<file path="src/rtl/turn_scheduler.sv">
// Two-player chess-clock turn sequencer: alternates turns, issues board commit
// strobes, counts each player's remaining seconds and ends the game on
// surrender or timeout. Every output is a flop loaded from next-state logic.
module turn_scheduler #(
  parameter int TICK_DIV  = 50_000_000,
  parameter int TIME_W    = 10,
  parameter int INIT_TIME = 600,
  parameter int INC       = 0
) (
  input  logic              clk,
  input  logic              nRST,
  input  logic              start,
  input  logic              p1_move_req,
  input  logic              p2_move_req,
  input  logic              p1_surrender,
  input  logic              p2_surrender,
  input  logic              board_done,
  output logic              board_we,
  output logic              board_sel,
  output logic              player1_en,
  output logic              player2_en,
  output logic              clr,
  output logic [7:0]        state,
  output logic [TIME_W-1:0] p1_time,
  output logic [TIME_W-1:0] p2_time,
  output logic [1:0]        winner,
  output logic [1:0]        end_cause
);

  localparam int                PS_W    = (TICK_DIV > 2) ? $clog2(TICK_DIV) : 1;
  localparam logic [PS_W-1:0]   PS_LAST = PS_W'(TICK_DIV - 1);
  localparam logic [TIME_W-1:0] T_INIT  = TIME_W'(INIT_TIME);
  localparam logic [TIME_W-1:0] T_MAX   = '1;

  typedef enum logic [2:0] {
    S_IDLE, S_P1_TURN, S_P1_COMMIT, S_P2_TURN, S_P2_COMMIT, S_OVER
  } st_t;

  st_t              st, st_n;
  logic [PS_W-1:0]  presc, presc_n;
  logic [TIME_W-1:0] t1_n, t2_n, cur_time, dec_time, inc_time;
  logic             we_n, sel_n, clr_n;
  logic [1:0]       win_n, cause_n;
  logic [7:0]       state_n;
  logic             in_turn, mover, req, tick;
  logic [31:0]      inc_sum;

  // Display code for a given FSM state; bit0 flags the commit phase.
  function automatic logic [7:0] st_code(st_t s);
    case (s)
      S_P1_TURN:   st_code = 8'h20;
      S_P1_COMMIT: st_code = 8'h21;
      S_P2_TURN:   st_code = 8'h40;
      S_P2_COMMIT: st_code = 8'h41;
      S_OVER:      st_code = 8'h80;
      default:     st_code = 8'h10;
    endcase
  endfunction

  // Shared helpers: who is on move, their clock and request, and the 1 s tick.
  always_comb begin
    in_turn  = (st == S_P1_TURN) || (st == S_P2_TURN);
    mover    = (st == S_P2_TURN) || (st == S_P2_COMMIT);
    cur_time = mover ? p2_time : p1_time;
    req      = mover ? p2_move_req : p1_move_req;
    tick     = in_turn && (presc == PS_LAST);
    dec_time = cur_time - TIME_W'(1);
    inc_sum  = 32'(cur_time) + 32'(INC);
    inc_time = (inc_sum > 32'(T_MAX)) ? T_MAX : TIME_W'(inc_sum);
  end

  // Next-state and next-output logic; priority surrender > timeout > move.
  always_comb begin
    st_n    = st;
    presc_n = presc;
    t1_n    = p1_time;
    t2_n    = p2_time;
    we_n    = 1'b0;
    sel_n   = board_sel;
    clr_n   = 1'b0;
    win_n   = winner;
    cause_n = end_cause;
    case (st)
      S_IDLE, S_OVER: begin
        if (start) begin
          st_n    = S_P1_TURN;
          clr_n   = 1'b1;
          t1_n    = T_INIT;
          t2_n    = T_INIT;
          win_n   = 2'b00;
          cause_n = 2'b00;
          presc_n = '0;
        end
      end
      default: begin
        if (p1_surrender || p2_surrender) begin
          // Resigning player loses; both at once is a draw (11).
          st_n    = S_OVER;
          win_n   = {p1_surrender, p2_surrender};
          cause_n = 2'b01;
        end else if (in_turn) begin
          presc_n = tick ? '0 : presc + PS_W'(1);
          if (tick && (cur_time <= TIME_W'(1))) begin
            st_n    = S_OVER;
            win_n   = mover ? 2'b01 : 2'b10;
            cause_n = 2'b10;
            if (mover) t2_n = '0;
            else       t1_n = '0;
          end else begin
            if (tick) begin
              if (mover) t2_n = dec_time;
              else       t1_n = dec_time;
            end
            if (req) begin
              st_n  = mover ? S_P2_COMMIT : S_P1_COMMIT;
              we_n  = 1'b1;
              sel_n = mover;
            end
          end
        end else if (board_done) begin
          // Commit finished: credit increment, hand the turn over.
          presc_n = '0;
          st_n    = mover ? S_P1_TURN : S_P2_TURN;
          if (mover) t2_n = inc_time;
          else       t1_n = inc_time;
        end
      end
    endcase
    state_n = st_code(st_n);
  end

  // State and registered outputs, synchronous active-low reset.
  always_ff @(posedge clk) begin
    if (!nRST) begin
      st         <= S_IDLE;
      presc      <= '0;
      p1_time    <= T_INIT;
      p2_time    <= T_INIT;
      board_we   <= 1'b0;
      board_sel  <= 1'b0;
      player1_en <= 1'b0;
      player2_en <= 1'b0;
      clr        <= 1'b0;
      state      <= 8'h10;
      winner     <= 2'b00;
      end_cause  <= 2'b00;
    end else begin
      st         <= st_n;
      presc      <= presc_n;
      p1_time    <= t1_n;
      p2_time    <= t2_n;
      board_we   <= we_n;
      board_sel  <= sel_n;
      player1_en <= (st_n == S_P1_TURN);
      player2_en <= (st_n == S_P2_TURN);
      clr        <= clr_n;
      state      <= state_n;
      winner     <= win_n;
      end_cause  <= cause_n;
    end
  end

endmodule

</file>
<file path="config.mk">
export PLATFORM = sky130hd
export DESIGN_NAME = turn_scheduler
export DESIGN_NICKNAME = d
export VERILOG_FILES = /design/src/rtl/turn_scheduler.sv
export SDC_FILE = /design/constraint.sdc
export NUM_CORES = 1
export LEC_CHECK = 0
export CORE_AREA = 4 4 99 101
export CTS_BUF_LIST = sky130_fd_sc_hd__clkbuf_16
export DETAILED_ROUTE_END_ITERATION = 8
export DIE_AREA = 0 0 103 105
export GPL_TIMING_DRIVEN = 0
export PLACE_DENSITY_LB_ADDON = 0.3
export SETUP_SLACK_MARGIN = 0.2
export SYNTH_ARGS = -nofsm -noshare
export SYNTH_HDL_FRONTEND = slang
export SYNTH_SLANG_ARGS = --single-unit
export TNS_END_PERCENT = 20
</file>
<file path="constraint.sdc">
create_clock -name clk -period 2.6 [get_ports clk]
set_input_delay 0.78 -clock clk [delete_from_list [all_inputs] [get_ports clk]]
set_output_delay 0.78 -clock clk [all_outputs]
set_load 0.005 [all_outputs]
</file>
; ---- Word level (Yosys, flattened, before mapping)
; Cells that the tools add are included.
[op_classes]
mux = 50
n_lt_le_gt_ge = 2
addsub = 2
eq_ne = 18
reduce_logical = 18
bitwise_logic = 5
[ops]
columns = cell, n
row1 = two-way mux 10 bit, 21
row2 = two-way mux 26 bit, 6
row3 = one-hot mux 8 bit (5 select lines), 1
row4 = adder 26 x 1 -> 26 bit (second input constant), 1
row5 = == test 26 bit (second input constant), 1
row6 = two-way mux 3 bit, 8
row7 = two-way mux 2 bit, 11
row8 = inequality test 3 x 2 -> 1 bit (second input constant), 5
row9 = AND reduction 7 bit, 2
row10 = == test 3 bit (second input constant), 4
row11 = nonzero test 3 bit, 4
row12 = > comparator 10 bit (second input constant), 1
row13 = less-or-equal comparator 10 x 1 -> 1 bit (second input constant), 1
row14 = subtractor 10 x 1 -> 10 bit (second input constant), 1
row15 = == test 3 x 2 -> 1 bit (second input constant), 3
row16 = == test 3 x 1 -> 1 bit (second input constant), 2
row17 = AND reduction 3 bit, 2
row18 = OR reduction 6 bit, 1
row19 = inverter 1 bit, 5
row20 = AND reduction 5 bit, 1
row21 = inequality test 4 x 1 -> 1 bit (second input constant), 1
row22 = zero test 3 bit, 1
row23 = logical OR 1 bit, 3
row24 = two-way mux 1 bit, 3
row25 = 5 further kinds, 6
[totals]
output_inout_bits = 37
reg_bits = 66

; ---- Depth between registers and ports, before layout
; Gate-level depths: netlist of the first run.
[logic_depth]
depth_word = 11
mapped_depth = 12
depth_no_buf = 11

; ---- Worst setup path before layout of the first run
; No wires, ideal clock.
[synth_path]
path_kind = register to register
start = reg st[1]
end = reg p2_time[8]
path_slack_ns = -0.047
n_path_buf = 1
required_time_ns = 2.513
stages_incl_launch_ff = 13
arrival_ns = 2.560
setup_ns = 0.087
cell_sequence = dfxtp_1 > or3b_1 > buf_2 > nand2_1 > mux2_2 > inv_1 > ha_1 > and2_1 > nand3_1 > nor4_1 > mux2i_1 > nand2_1 > o31ai_1
[synth_via]
elab_chain_len = 10
word_cells_on_any_way = 31
classes_between = add/sub: 1 / order compare: 2 / eq/ne: 9 / mux: 10 / reduce/logical: 9
[synth_lines]
columns = item, line
row1 = "start, declared", 39  ; st_t st, st_n;
row2 = "start signal, assigned", 148  ; st <= st_n;
row3 = == test 3 x 2 -> 1 bit or == test 3 bit (tied branches), "62, 63"
row4 = logical OR 1 bit, 63  ; mover = (st == S_P2_TURN) || (st == S_P2_COMMIT);
row5 = two-way mux 10 bit, 64  ; cur_time = mover ? p2_time : p1_time;
row6 = subtractor 10 x 1 -> 10 bit or > comparator 10 bit (tied branches), "67, 69"
row7 = "two-way mux 10 bit, on equally long branches", "111, 69"
row8 = "two-way mux 10 bit, on equally long branches", "110, 124"
row9 = "two-way mux 10 bit, on equally long branches", "103, 120"
row10 = two-way mux 10 bit, 101  ; end else if (in_turn) begin
row11 = two-way mux 10 bit, 96  ; if (p1_surrender || p2_surrender) begin
row12 = two-way mux 10 bit, 83  ; case (st)
row13 = "end signal, assigned", 151  ; p2_time <= t2_n;
row14 = "end, declared", 25  ; output logic [TIME_W-1:0] p2_time,
; Several ways; a longest one is shown, not always the timed one. The select of a mux whose other input is x is not followed.
; A chain may end at the register's enable or synchronous reset.

; ---- Worst setup path after layout of the first run
[layout_path]
start = reg st[0]
end = reg state[6]
[layout_via]
elab_chain_len = 11
word_cells_on_any_way = 28
classes_between = order compare: 1 / eq/ne: 9 / mux: 12 / reduce/logical: 6
[layout_lines]
columns = item, line
row1 = == test 3 x 2 -> 1 bit or == test 3 bit (tied branches), "62, 63"
row2 = logical OR 1 bit, 63
row3 = two-way mux 10 bit, 64
row4 = less-or-equal comparator 10 x 1 -> 1 bit, 103  ; if (tick && (cur_time <= TIME_W'(1))) begin
row5 = logical AND 1 bit, 103
row6 = two-way mux 3 bit, 103
row7 = two-way mux 3 bit, 101
row8 = two-way mux 3 bit, 96
row9 = two-way mux 3 bit (*), 83
row10 = "== test 3 bit, or another cell as far along", 50  ; case (s)
row11 = one-hot mux 8 bit (5 select lines) (*), 50
row12 = "end signal, assigned", 157  ; state <= state_n;
row13 = "end, declared", 23  ; output logic [7:0] state,
; Every way passes the cells marked *; elsewhere a longest branch is shown, timed or not.

==> results.json, run 1 <==
{
  "run_status": "complete, but fails checks",
  "violations": "negative setup slack",
  "detailroute.via_count": 3685,
  "grt_max_degree": 12,
  "num_antenna_cells": 0,
  "worstPathRequired_ns": 2.87,
  "setup.worst_path.end_class": "flip-flop",
  "yosys_register_bits": 63,
  "yosys_most_used_dff": "sky130_fd_sc_hd__dfxtp_1",
  "maximum_frequency_from_static_timing_analysis_mhz": 383,
  "io_buffers": 40,
  "total_leakage_power_nw": 1.81,
  "syn_area_per_cell_um2": 8.34,
  "layout.cell_area.non_filler_um2": 5000,
  "synthTopCellsByCount": "63 x sky130_fd_sc_hd__dfxtp_1, 46 x sky130_fd_sc_hd__nor2_1, 31 x sky130_fd_sc_hd__nand2_1",
  "yosysSeqAreaShare_pct": 35.7,
  "numCtsBuffers": 9,
  "powerDensity_nw_per_um2": 584,
  "power_mw": 2.92,
  "detailedPlacementHpwl_mm": 7.28,
  "tightest_slew_ns": 0.669,
  "floorplan.die_area_um2": 10800,
  "die_h_um": 105,
  "globalRouteTotalUtil_pct": 20.1,
  "crit_path_category": "reg -> reg",
  "holdCritPathClass": "reg -> reg",
  "crit_path_start_kind": "flip-flop",
  "htree_num_levels": 3,
  "chipWidth_um": 103,
  "final.period_utilization_pct": 100,
  "rows": 35,
  "post-synth-top-count-cell": "sky130_fd_sc_hd__dfxtp_1",
  "post-route-worst-setup-slack_ns": -0.00933,
  "clkLatencyLatePin_ns": 0.34,
  "finalSetupViolCount": 1,
  "number_of_flops_mapped_to_enable_cells_by_yosys": 0,
  "drt.antenna.violating_nets": 0,
  "routed_via_density": 5.95,
  "worst_ir_drop_vdd_uv": 280,
  "first_global_vias": 3560,
  "grt_first_pass_wirelength_mm": 17.1,
  "slew_headroom_pct": 55.2,
  "ys_async_sr_fraction_pct": 0,
  "finish.utilization_pct": 55.5,
  "detail_route.iter0.violations": 208,
  "rsz_0062_raised_after_global_routing": "yes",
  "cts.path.max_buffers": 2,
  "data_arrival_time_of_the_critical_path_ns": 2.88,
  "postPlaceCellArea_um2": 4170,
  "clock-skew-final_ns": 0.0102,
  "synth_cell_type_count": 73,
  "globalplace.congestion": 0.911,
  "worst_hold_path.num_cells": 2,
  "maxCapViolCount": 0,
  "globalRouteOverflowTotal": 0,
  "worstPathMaxFanout": 4,
  "drt-pass1-iter-count": 4,
  "post_drt_wl_per_cell_um": 18.0,
  "clockRootBuffer": "sky130_fd_sc_hd__clkbuf_16",
  "timing_hold_violations_final": 0,
  "cts_tree": "built",
  "starting_density_of_the_core_pct": 39.1,
  "synth_warnings": 0,
  "grt_antenna_before_repair": 0,
  "synth.top_cell.area_share_pct": 35.7,
  "cts_sinks": 63,
  "area_growth_syn_to_layout_pct": 41.8,
  "post_synth_inst_count": 423,
  "finish.net_count": 514,
  "io_pins": 45,
  "dp_slack_ns": -0.525,
  "synthTopCellsByArea": "sky130_fd_sc_hd__dfxtp_1 36%, sky130_fd_sc_hd__nor2_1 4.9%, sky130_fd_sc_hd__a21oi_1 4.3%",
  "worstRegToRegCells": 12,
  "wl_mm": 11.1,
  "synth_area_um2": 3530,
  "drc": 0,
  "cts.clk_slew.worst_paths_ns": 0.06,
  "fin_crit_ns": 2.61,
  "drv_slew": 0,
  "core_area_um2": 9020,
  "yosysTopAreaCell": "sky130_fd_sc_hd__dfxtp_1",
  "layout-drive-gt1-share_pct": 26.6
}
-- worst max-delay path, stage by stage (launching register included) --
cell and delay (ns):
sky130_fd_sc_hd__dfxtp_2 0.33, sky130_fd_sc_hd__or3b_4 0.39, sky130_fd_sc_hd__buf_6 0.15, sky130_fd_sc_hd__nand2_8 0.07, sky130_fd_sc_hd__mux2_4 0.32, sky130_fd_sc_hd__inv_4 0.08, sky130_fd_sc_hd__ha_4 0.15, sky130_fd_sc_hd__buf_12 0.10
sky130_fd_sc_hd__nor2_4 0.04, sky130_fd_sc_hd__o31ai_1 0.29, sky130_fd_sc_hd__nand3_2 0.21, sky130_fd_sc_hd__nor4b_4 0.28, sky130_fd_sc_hd__a31o_1 0.14
-- cells in the final DEF, fill, tap and decap left out, drive strengths merged, types with 6 or more instances in the layout --
cell           synthesis  layout
mux2i                  7       7
nand3                 21      21
a21oi                 32      32
buf                   14      42
o21ai                 28      28
inv                    9      10
clkdlybuf4s50          0      38
clkbuf                11      19
nor3                  29      29
and3                   9       9
nor4                   6       6
nor2                  46      46
nand2                 32      32
xnor2                  9       9
o22ai                  9       9
dfxtp                 63      63
nand4                 11      11
xor2                   8       8
-- per-layer routing --
layer  track usage [%]  vias to the layer above  routed length, um
li1                  -                     1723                  -
met1              22.7                     1779               4410
met2              34.8                      142               5680
met3              3.74                       41                572
met4              11.1                        0                445
met5                 0                        -                  0
-- flip-flops by register name, indices dropped and copies added (netlist names) --
signal      cells
end_cause       2
st              3
board_sel       1
p2_time        10
player2_en      1
winner          2
clr             1
board_we        1
player1_en      1
state           5
presc          26
p1_time        10
-- final timing paths --
check	from	slack, ns	end
setup reg to reg	st[0]	-0.009	state[6]
hold reg to reg	end_cause[0]	0.48	end_cause[0]
hold / removal	end_cause[0]	0.48	end_cause[0]
setup / recovery	st[0]	-0.009	state[6]
-- power by group --
group	leakage, nW	internal [mW]	switching [mW]
registers	0.512	1.00	0.0223
logic	1.15	0.323	0.414
clock network	0.145	0.726	0.436
total	1.81	2.05	0.872
-- layout make-up --
class,instances,area (um2)
fill,783,4020
buffer,25,194
timing repair buffer,67,654
clock inverter,7,56.3
tap,111,139
multi-input combinational,328,2430
clock buffer,9,225
inverter,9,36.3
sequential,63,1270
-- repair_timing --
item                                    4_1_cts  5_1_grt
hold buffers                                  0        0
buffers inserted                             22        5
pin swaps                                     9       18
cloned                                        0        0
gates resized for setup                      34       45
endpoints found under the setup margin       62       59
-- through the flow --
| stage | hold slack (ns) | TNS [ns] | std cells |
|---|---|---|---|
| 6_report | 0.481 | -0.00933 | 619 |
| 5_1_grt | 0.495 | -0.647 | 619 |
| 4_1_cts | 0.481 | 0 | 614 |
| 3_5_place_dp | 0.476 | -20.54 | 576 |
| 3_3_place_gp | 0.475 | -19.20 | 576 |
| 2_1_floorplan | 0.457 | 0 | 425 |
-- kinds of logic (layout without fill, tap and decap cells) --
group / count (synthesis) / in the layout / synth area share [%]
adder cells (fa/ha/maj): 3 / 3 / 1.06
AND/OR/NAND/NOR: 181 / 181 / 28.7
buffers and inverters: 34 / 117 / 5.18
AO/OA/AOI/OAI: 114 / 114 / 21.6
multiplexers: 10 / 10 / 3.40
other: 1 / 3 / 0.106
XOR/XNOR: 17 / 17 / 4.22
flip-flops: 63 / 63 / 35.7
No activity file was read; power rests on OpenSTA's default activity.
==> run 2: changes to the inputs <==
--- a/config.mk
+++ b/config.mk
@@ -9,9 +9,11 @@
 export CTS_BUF_LIST = sky130_fd_sc_hd__clkbuf_16
 export DETAILED_ROUTE_END_ITERATION = 8
 export DIE_AREA = 0 0 103 105
+export DONT_BUFFER_PORTS = 1
 export GPL_TIMING_DRIVEN = 0
 export PLACE_DENSITY_LB_ADDON = 0.3
 export SETUP_SLACK_MARGIN = 0.2
+export SKIP_LAST_GASP = 1
 export SYNTH_ARGS = -nofsm -noshare
 export SYNTH_HDL_FRONTEND = slang
 export SYNTH_SLANG_ARGS = --single-unit
==> run 2 against run 1 <==
Register-to-register slack barely moved. Utilization is 4.7 points lower. Clock skew increased by 0.0020 ns. Highest routed layer unchanged. First-iteration DRC count grew 3.8%. Via count down 4.0%. Flip-flop and latch count unchanged. Clock power decreased by 9%. The flow still finishes with violations (negative setup slack). Worst hold slack improved by 0.029 ns. Sequential share of layout area grew 2.4 points. Count of clock-buffer cells in the layout did not move. Sequential power about the same. Largest power group unchanged.
==> results.json, run 2 (synthesis gave the netlist of run 1 again) <==
{
  "run_status": "complete, but fails checks",
  "placedCellCount": 536,
  "wl_mm": 10.8,
  "violations": "negative setup slack",
  "post_drt_wl_per_cell_um": 18.3,
  "total_leakage_power_nw": 1.71,
  "cts_tree": "built",
  "clkLatencyLatePin_ns": 0.33,
  "core_area_um2": 9020,
  "routed_via_density": 5.99,
  "cts.clk_slew.worst_paths_ns": 0.06,
  "globalRouteTotalUtil_pct": 20.0,
  "groute.layer.met1.usage_pct": 24.2,
  "final_cell_mix": "59 x sky130_fd_sc_hd__dfxtp_1, 45 x sky130_fd_sc_hd__nor2_1, 36 x sky130_fd_sc_hd__buf_4",
  "num_antenna_cells": 0,
  "grt_first_pass_wirelength_mm": 17.2,
  "die_h_um": 105,
  "final_common_cell": "sky130_fd_sc_hd__dfxtp_1",
  "setup.worst_path.end_class": "flip-flop",
  "numCtsBuffers": 9,
  "cpMostUsedCell": "sky130_fd_sc_hd__buf_6",
  "slew_headroom_pct": 45.3,
  "data_arrival_time_of_the_critical_path_ns": 2.81,
  "timing_hold_violations_final": 0,
  "slack_of_the_worst_reg_to_reg_path_ns": -0.005,
  "crit_path_start_kind": "flip-flop",
  "worstPathRequired_ns": 2.81,
  "detailedPlacementHpwl_mm": 7.17,
  "post-route-worst-setup-slack_ns": -0.00455,
  "drc": 0,
  "finish.utilization_pct": 50.7,
  "layout-drive-gt1-share_pct": 27.3,
  "detailroute.via_count": 3538,
  "fin_crit_ns": 2.60,
  "htree_num_levels": 3,
  "rows": 35,
  "worstRegToRegCells": 13,
  "finalSetupViolCount": 1,
  "crit_slowest_cell": "sky130_fd_sc_hd__or3b_1",
  "regToRegEndpoint": "state[4]",
  "tightest_slew_ns": 0.809,
  "dp_slack_ns": -0.169,
  "clock-skew-final_ns": 0.0122,
  "crit_path_category": "reg -> reg",
  "critPathCapture": "state[4]",
  "globalRouteOverflowTotal": 0,
  "drt-pass1-iter-count": 5,
  "clockRootBuffer": "sky130_fd_sc_hd__clkbuf_16",
  "regMostFlops": "presc",
  "maximum_frequency_from_static_timing_analysis_mhz": 384,
  "grt_antenna_before_repair": 0,
  "largest_register_ff_count": 26,
  "r2r_start": "st[1]",
  "hold-worst-slack_ns": 0.510,
  "floorplan.die_area_um2": 10800,
  "stdcell_count": 591,
  "power_mw": 2.75,
  "detail_route.iter0.violations": 216,
  "globalplace.congestion": 0.896,
  "globalRouteMet3Util_pct": 4.61,
  "drt.antenna.violating_nets": 0,
  "rsz_0062_raised_after_global_routing": "yes",
  "grt_max_degree": 12,
  "powerDensity_nw_per_um2": 601,
  "largest_registers": "presc (26), p1_time (10), p2_time (10)",
  "finish.net_count": 486,
  "cp_cell_sequence": "or3b_1, buf_6, nand2_8, mux2_4, inv_4, ha_4, buf_4, nor2_4, nor3_4, buf_6, a21bo_4, o21ai_4, a41o_1",
  "fillers": 825,
  "post_cts_hold_buffer_count": 0,
  "cts_sinks": 63,
  "finalSetupTns_ns": -0.00455,
  "postPlaceCellArea_um2": 3770,
  "cts.path.max_buffers": 2,
  "area_growth_syn_to_layout_pct": 29.6,
  "chipWidth_um": 103,
  "starting_density_of_the_core_pct": 39.1,
  "io_pins": 45,
  "first_global_vias": 3383,
  "worst_ir_drop_vdd_uv": 277,
  "holdCritPathClass": "reg -> reg",
  "setup.worst_path.start": "st[1]",
  "gr-max-usage-layer": "met2",
  "layout.cell_area.non_filler_um2": 4580,
  "io_buffers": 0,
  "drv_slew": 0,
  "worstPathMaxFanout": 5,
  "maxCapViolCount": 0,
  "groute.layer.met2.usage_pct": 34.3,
  "final.period_utilization_pct": 100,
  "worst_path_largest_cell_delay_ns": 0.38
}
-- run 2: changes by cell type in the layout (fill, tap and decap cells not counted), moves of 3 or more --
cell	before	now
sky130_fd_sc_hd__buf_12	5	2
sky130_fd_sc_hd__buf_4	25	36
sky130_fd_sc_hd__clkdlybuf4s50_1	38	0
sky130_fd_sc_hd__nor3_1	14	19
sky130_fd_sc_hd__o21ai_2	3	0
sky130_fd_sc_hd__nor3_2	9	4
-- run 2: timing repair --
action	4_1_cts	5_1_grt
setup endpoints to repair	59	58
pin swaps	14	15
gates resized for setup	34	21
buffers inserted	26	13
-- run 2: worst min path at each step --
stage | to | cells past startpoint | slack (ns) | start
CTS | winner[0] | 2 | 0.51 | winner[0]
global placement | presc[12] | 2 | 0.48 | presc[12]
detailed placement | winner[0] | 2 | 0.50 | winner[0]
finish | winner[0] | 2 | 0.51 | winner[0]
global route | end_cause[0] | 2 | 0.53 | end_cause[0]
floorplan | end_cause[0] | 2 | 0.46 | end_cause[0]
-- run 2: per-layer routing --
layer | share of wire, % | vias up | wire length (um)
met2 | 51 | 134 | 5550
met5 | 0 | - | 0
met1 | 40 | 1694 | 4310
met3 | 5.8 | 29 | 624
met4 | 2.9 | 0 | 312
li1 | - | 1681 | -
-- run 2: cell type report --
cell class / instances / area, um2 / share of cell area, %
multi-input combinational: 328 / 2370 / 51.8
sequential: 63 / 1270 / 27.7
timing repair buffer: 39 / 333 / 7.27
clock buffer: 9 / 225 / 4.92
buffer: 25 / 171 / 3.75
tap: 111 / 139 / 3.04
inverter: 9 / 36.3 / 0.793
clock inverter: 7 / 33.8 / 0.738
-- run 2: where the power goes --
part           switching (mW)  leakage, nW  internal (mW)
clock                   0.423        0.135          0.628
combinational           0.386         1.06          0.281
sequential             0.0303        0.512           1.00
-- run 2: worst max-delay path: cells and delay by family, from the launching register on --
kind | cells | cell delay [ns]
flops | 1 | 0.34
mux | 1 | 0.32
fa+ha+maj | 1 | 0.13
simple gates | 4 | 0.69
compound gates | 3 | 0.50
buf+inv | 4 | 0.49
==> RTL edit: new RTL, settings of run 1 <==
Encoding of `st_t`: now one-hot (6 bits for 6 values).
--- a/src/rtl/turn_scheduler.sv
+++ b/src/rtl/turn_scheduler.sv
@@ -32,8 +32,8 @@
   localparam logic [TIME_W-1:0] T_INIT  = TIME_W'(INIT_TIME);
   localparam logic [TIME_W-1:0] T_MAX   = '1;
 
-  typedef enum logic [2:0] {
-    S_IDLE, S_P1_TURN, S_P1_COMMIT, S_P2_TURN, S_P2_COMMIT, S_OVER
+  typedef enum logic [5:0] {
+    S_IDLE = 6'b000001, S_P1_TURN = 6'b000010, S_P1_COMMIT = 6'b000100, S_P2_TURN = 6'b001000, S_P2_COMMIT = 6'b010000, S_OVER = 6'b100000
   } st_t;
 
   st_t              st, st_n;
Function: same outputs for any inputs over 10 cycles, from zero or initial values and one cycle with nRST low; not proved beyond that.
==> RTL edit against run 1 <==
  * The flow still finishes with violations (setup timing)
  * Clock skew hardly changed
  * Power is 20% higher
  * Combinational power is 41% higher
  * Sequential cell count is 3 higher
  * Utilization is 4.3 points higher
  * First-iteration DRC count is 0.48% lower
  * Cell area is 7.7% higher
  * Area after synthesis is 5.8% higher
  * Setup slack worse by 0.31 ns
  * Fmax is 11% lower
  * Wire length is 6.7% higher
  * Via count is 3.2% higher
==> RTL edit: results (changes against run 1) <==
----------------------------------------------------
[Run status]
  Result of the run ... finished, violations left
  Violations in the final reports ... setup timing

[STA]
  Number of setup violations in the final report ... 36 (+35)
  Max-slew headroom at the worst pin ... 55.1% (-0.067 points)
  Worst setup skew after layout ... 0.00986 ns (-0.000330 ns)
  Setup WS post-layout ... -0.319 ns (-0.310 ns)

[Logic synthesis]
  Multiplexer share of the synthesized area ... 2.45% (-0.96 points)
  Commonest cells in the synthesized netlist ... 66 x sky130_fd_sc_hd__dfxtp_1, 42 x sky130_fd_sc_hd__nor2_1, 41 x sky130_fd_sc_hd__nand2_1
  Main area contributors after synthesis ... sky130_fd_sc_hd__dfxtp_1 35%, sky130_fd_sc_hd__nor2_1 4.2%, sky130_fd_sc_hd__nand2_1 4.1%
  Xor and xnor fraction of the mapped netlist area ... 7.24% (+3.0 points)
  Share of synthesized area occupied by flip-flops and latches ... 35.4% (-0.36 points)
  Post-synthesis share of cell area spent on full adders, half adders and majority gates ... 1.01% (-0.058 points)

[GRT]
  Number of global-route vias before repair ... 3518 (-1.2%)
  First-pass GRT wire length ... 17200 um (+0.24%)
  Pin count of the biggest net entering global routing ... 13 (+1)
  Tot GR Track Use ... 19.7% (-0.47 points)

[Layout]
  Fraction of final layout cells sized beyond drive strength 1 ... 29.8% (+3.2 points)
  Net count reported at finish ... 533 (+3.7%)

[Pwr]
  Max VDD drop ... 0.358 mV (+28%)

[Placed design]
  Final estimated routing congestion in global placement ... 0.857 (-5.9%)
  Detailed-placement wirelength estimate ... 7200 um (-1.2%)
  Setup slack at placement ... -0.697 ns (-0.172 ns)

[Worst setup path]
  Reg2Reg Launch Point ... st[5]
  Slowest cell delay on critical path ... 0.54 ns (+0.15 ns)
  Cell depth of the worst flop-to-flop path ... 10 (-2)
  CP Max Fanout ... 7 (+3)

[Detailed routing]
  DRT iter0 DRCs ... 207 (-0.48%)
  Total detailed-routing wirelength ... 11900 um (+6.7%)

----------------------------------------------------
## RTL edit: final cells by class
type	count	area (um2)
fillers	714	3630
multi-input cells	332	2660
flip-flops and latches	66	1330
repair buffers	78	701
clock buffers	9	225
plain buffers	24	193
well taps	111	139
clock inverters	7	93.8
inverters	11	41.3
## RTL edit: repair_timing
action / CTS / global route
gates resized for setup: 26 / 62
setup endpoints to repair: 64 / 65
setup buffers: 16 / 21
gates cloned: 0 / 1
pin swaps: 15 / 22
## RTL edit: per-stage QoR
stage	power, uW	std cells	utilization, %	instance area (um2)
floorplan	1670	433	-	3850
global placement	1910	584	48.6	4390
detailed placement	1920	584	48.6	4390
CTS	3310	616	54.8	4950
global route	3610	638	59.7	5390
finish	3500	638	59.7	5390
## RTL edit: logic make-up (layout without fill, tap and decap cells)
| group | Yosys count | after routing |
|---|---|---|
| xor+xnor | 30 | 30 |
| fa+ha+maj | 3 | 3 |
| mux | 9 | 9 |
| flops | 66 | 66 |
| buf+inv | 35 | 129 |
| compound gates | 92 | 92 |
| simple gates | 195 | 195 |
| other cells | 1 | 3 |
## RTL edit: worst min-delay path by stage
stage	cells past startpoint	end	slack [ns]	from
final	2	presc[1]	0.48	presc[1]
after global routing	2	p2_time[0]	0.49	p2_time[0]
after CTS	2	presc[1]	0.48	presc[1]
after detailed placement	2	presc[1]	0.47	presc[1]
after global placement	2	winner[0]	0.46	winner[0]
after floorplan	2	presc[1]	0.45	presc[1]
## RTL edit: worst register-to-register path: stages, from the launching register on
cell	delay, ns
sky130_fd_sc_hd__dfxtp_4	0.36
sky130_fd_sc_hd__or4_4	0.54
sky130_fd_sc_hd__buf_6	0.15
sky130_fd_sc_hd__o21ai_2	0.13
sky130_fd_sc_hd__and2_4	0.20
sky130_fd_sc_hd__ha_4	0.16
sky130_fd_sc_hd__o2111ai_2	0.13
sky130_fd_sc_hd__nand4b_4	0.31
sky130_fd_sc_hd__a41oi_4	0.39
sky130_fd_sc_hd__xnor2_2	0.13
sky130_fd_sc_hd__o32a_1	0.30
## RTL edit: layer usage
layer  track usage, %  vias up  wire, um
met5                0        -         0
met4             8.51        0       444
met3             3.40       48       836
met2             31.0      179      5840
met1             26.0     1818      4740
li1                 -     1757         -
## RTL edit: power by group through the flow
stage | clock [uW] | combinational, uW | sequential (uW)
floorplan | 0 | 528 | 1140
global placement | 0 | 755 | 1150
detailed placement | 0 | 767 | 1150
CTS | 1320 | 862 | 1130
global route | 1370 | 1100 | 1140
finish | 1320 | 1040 | 1140
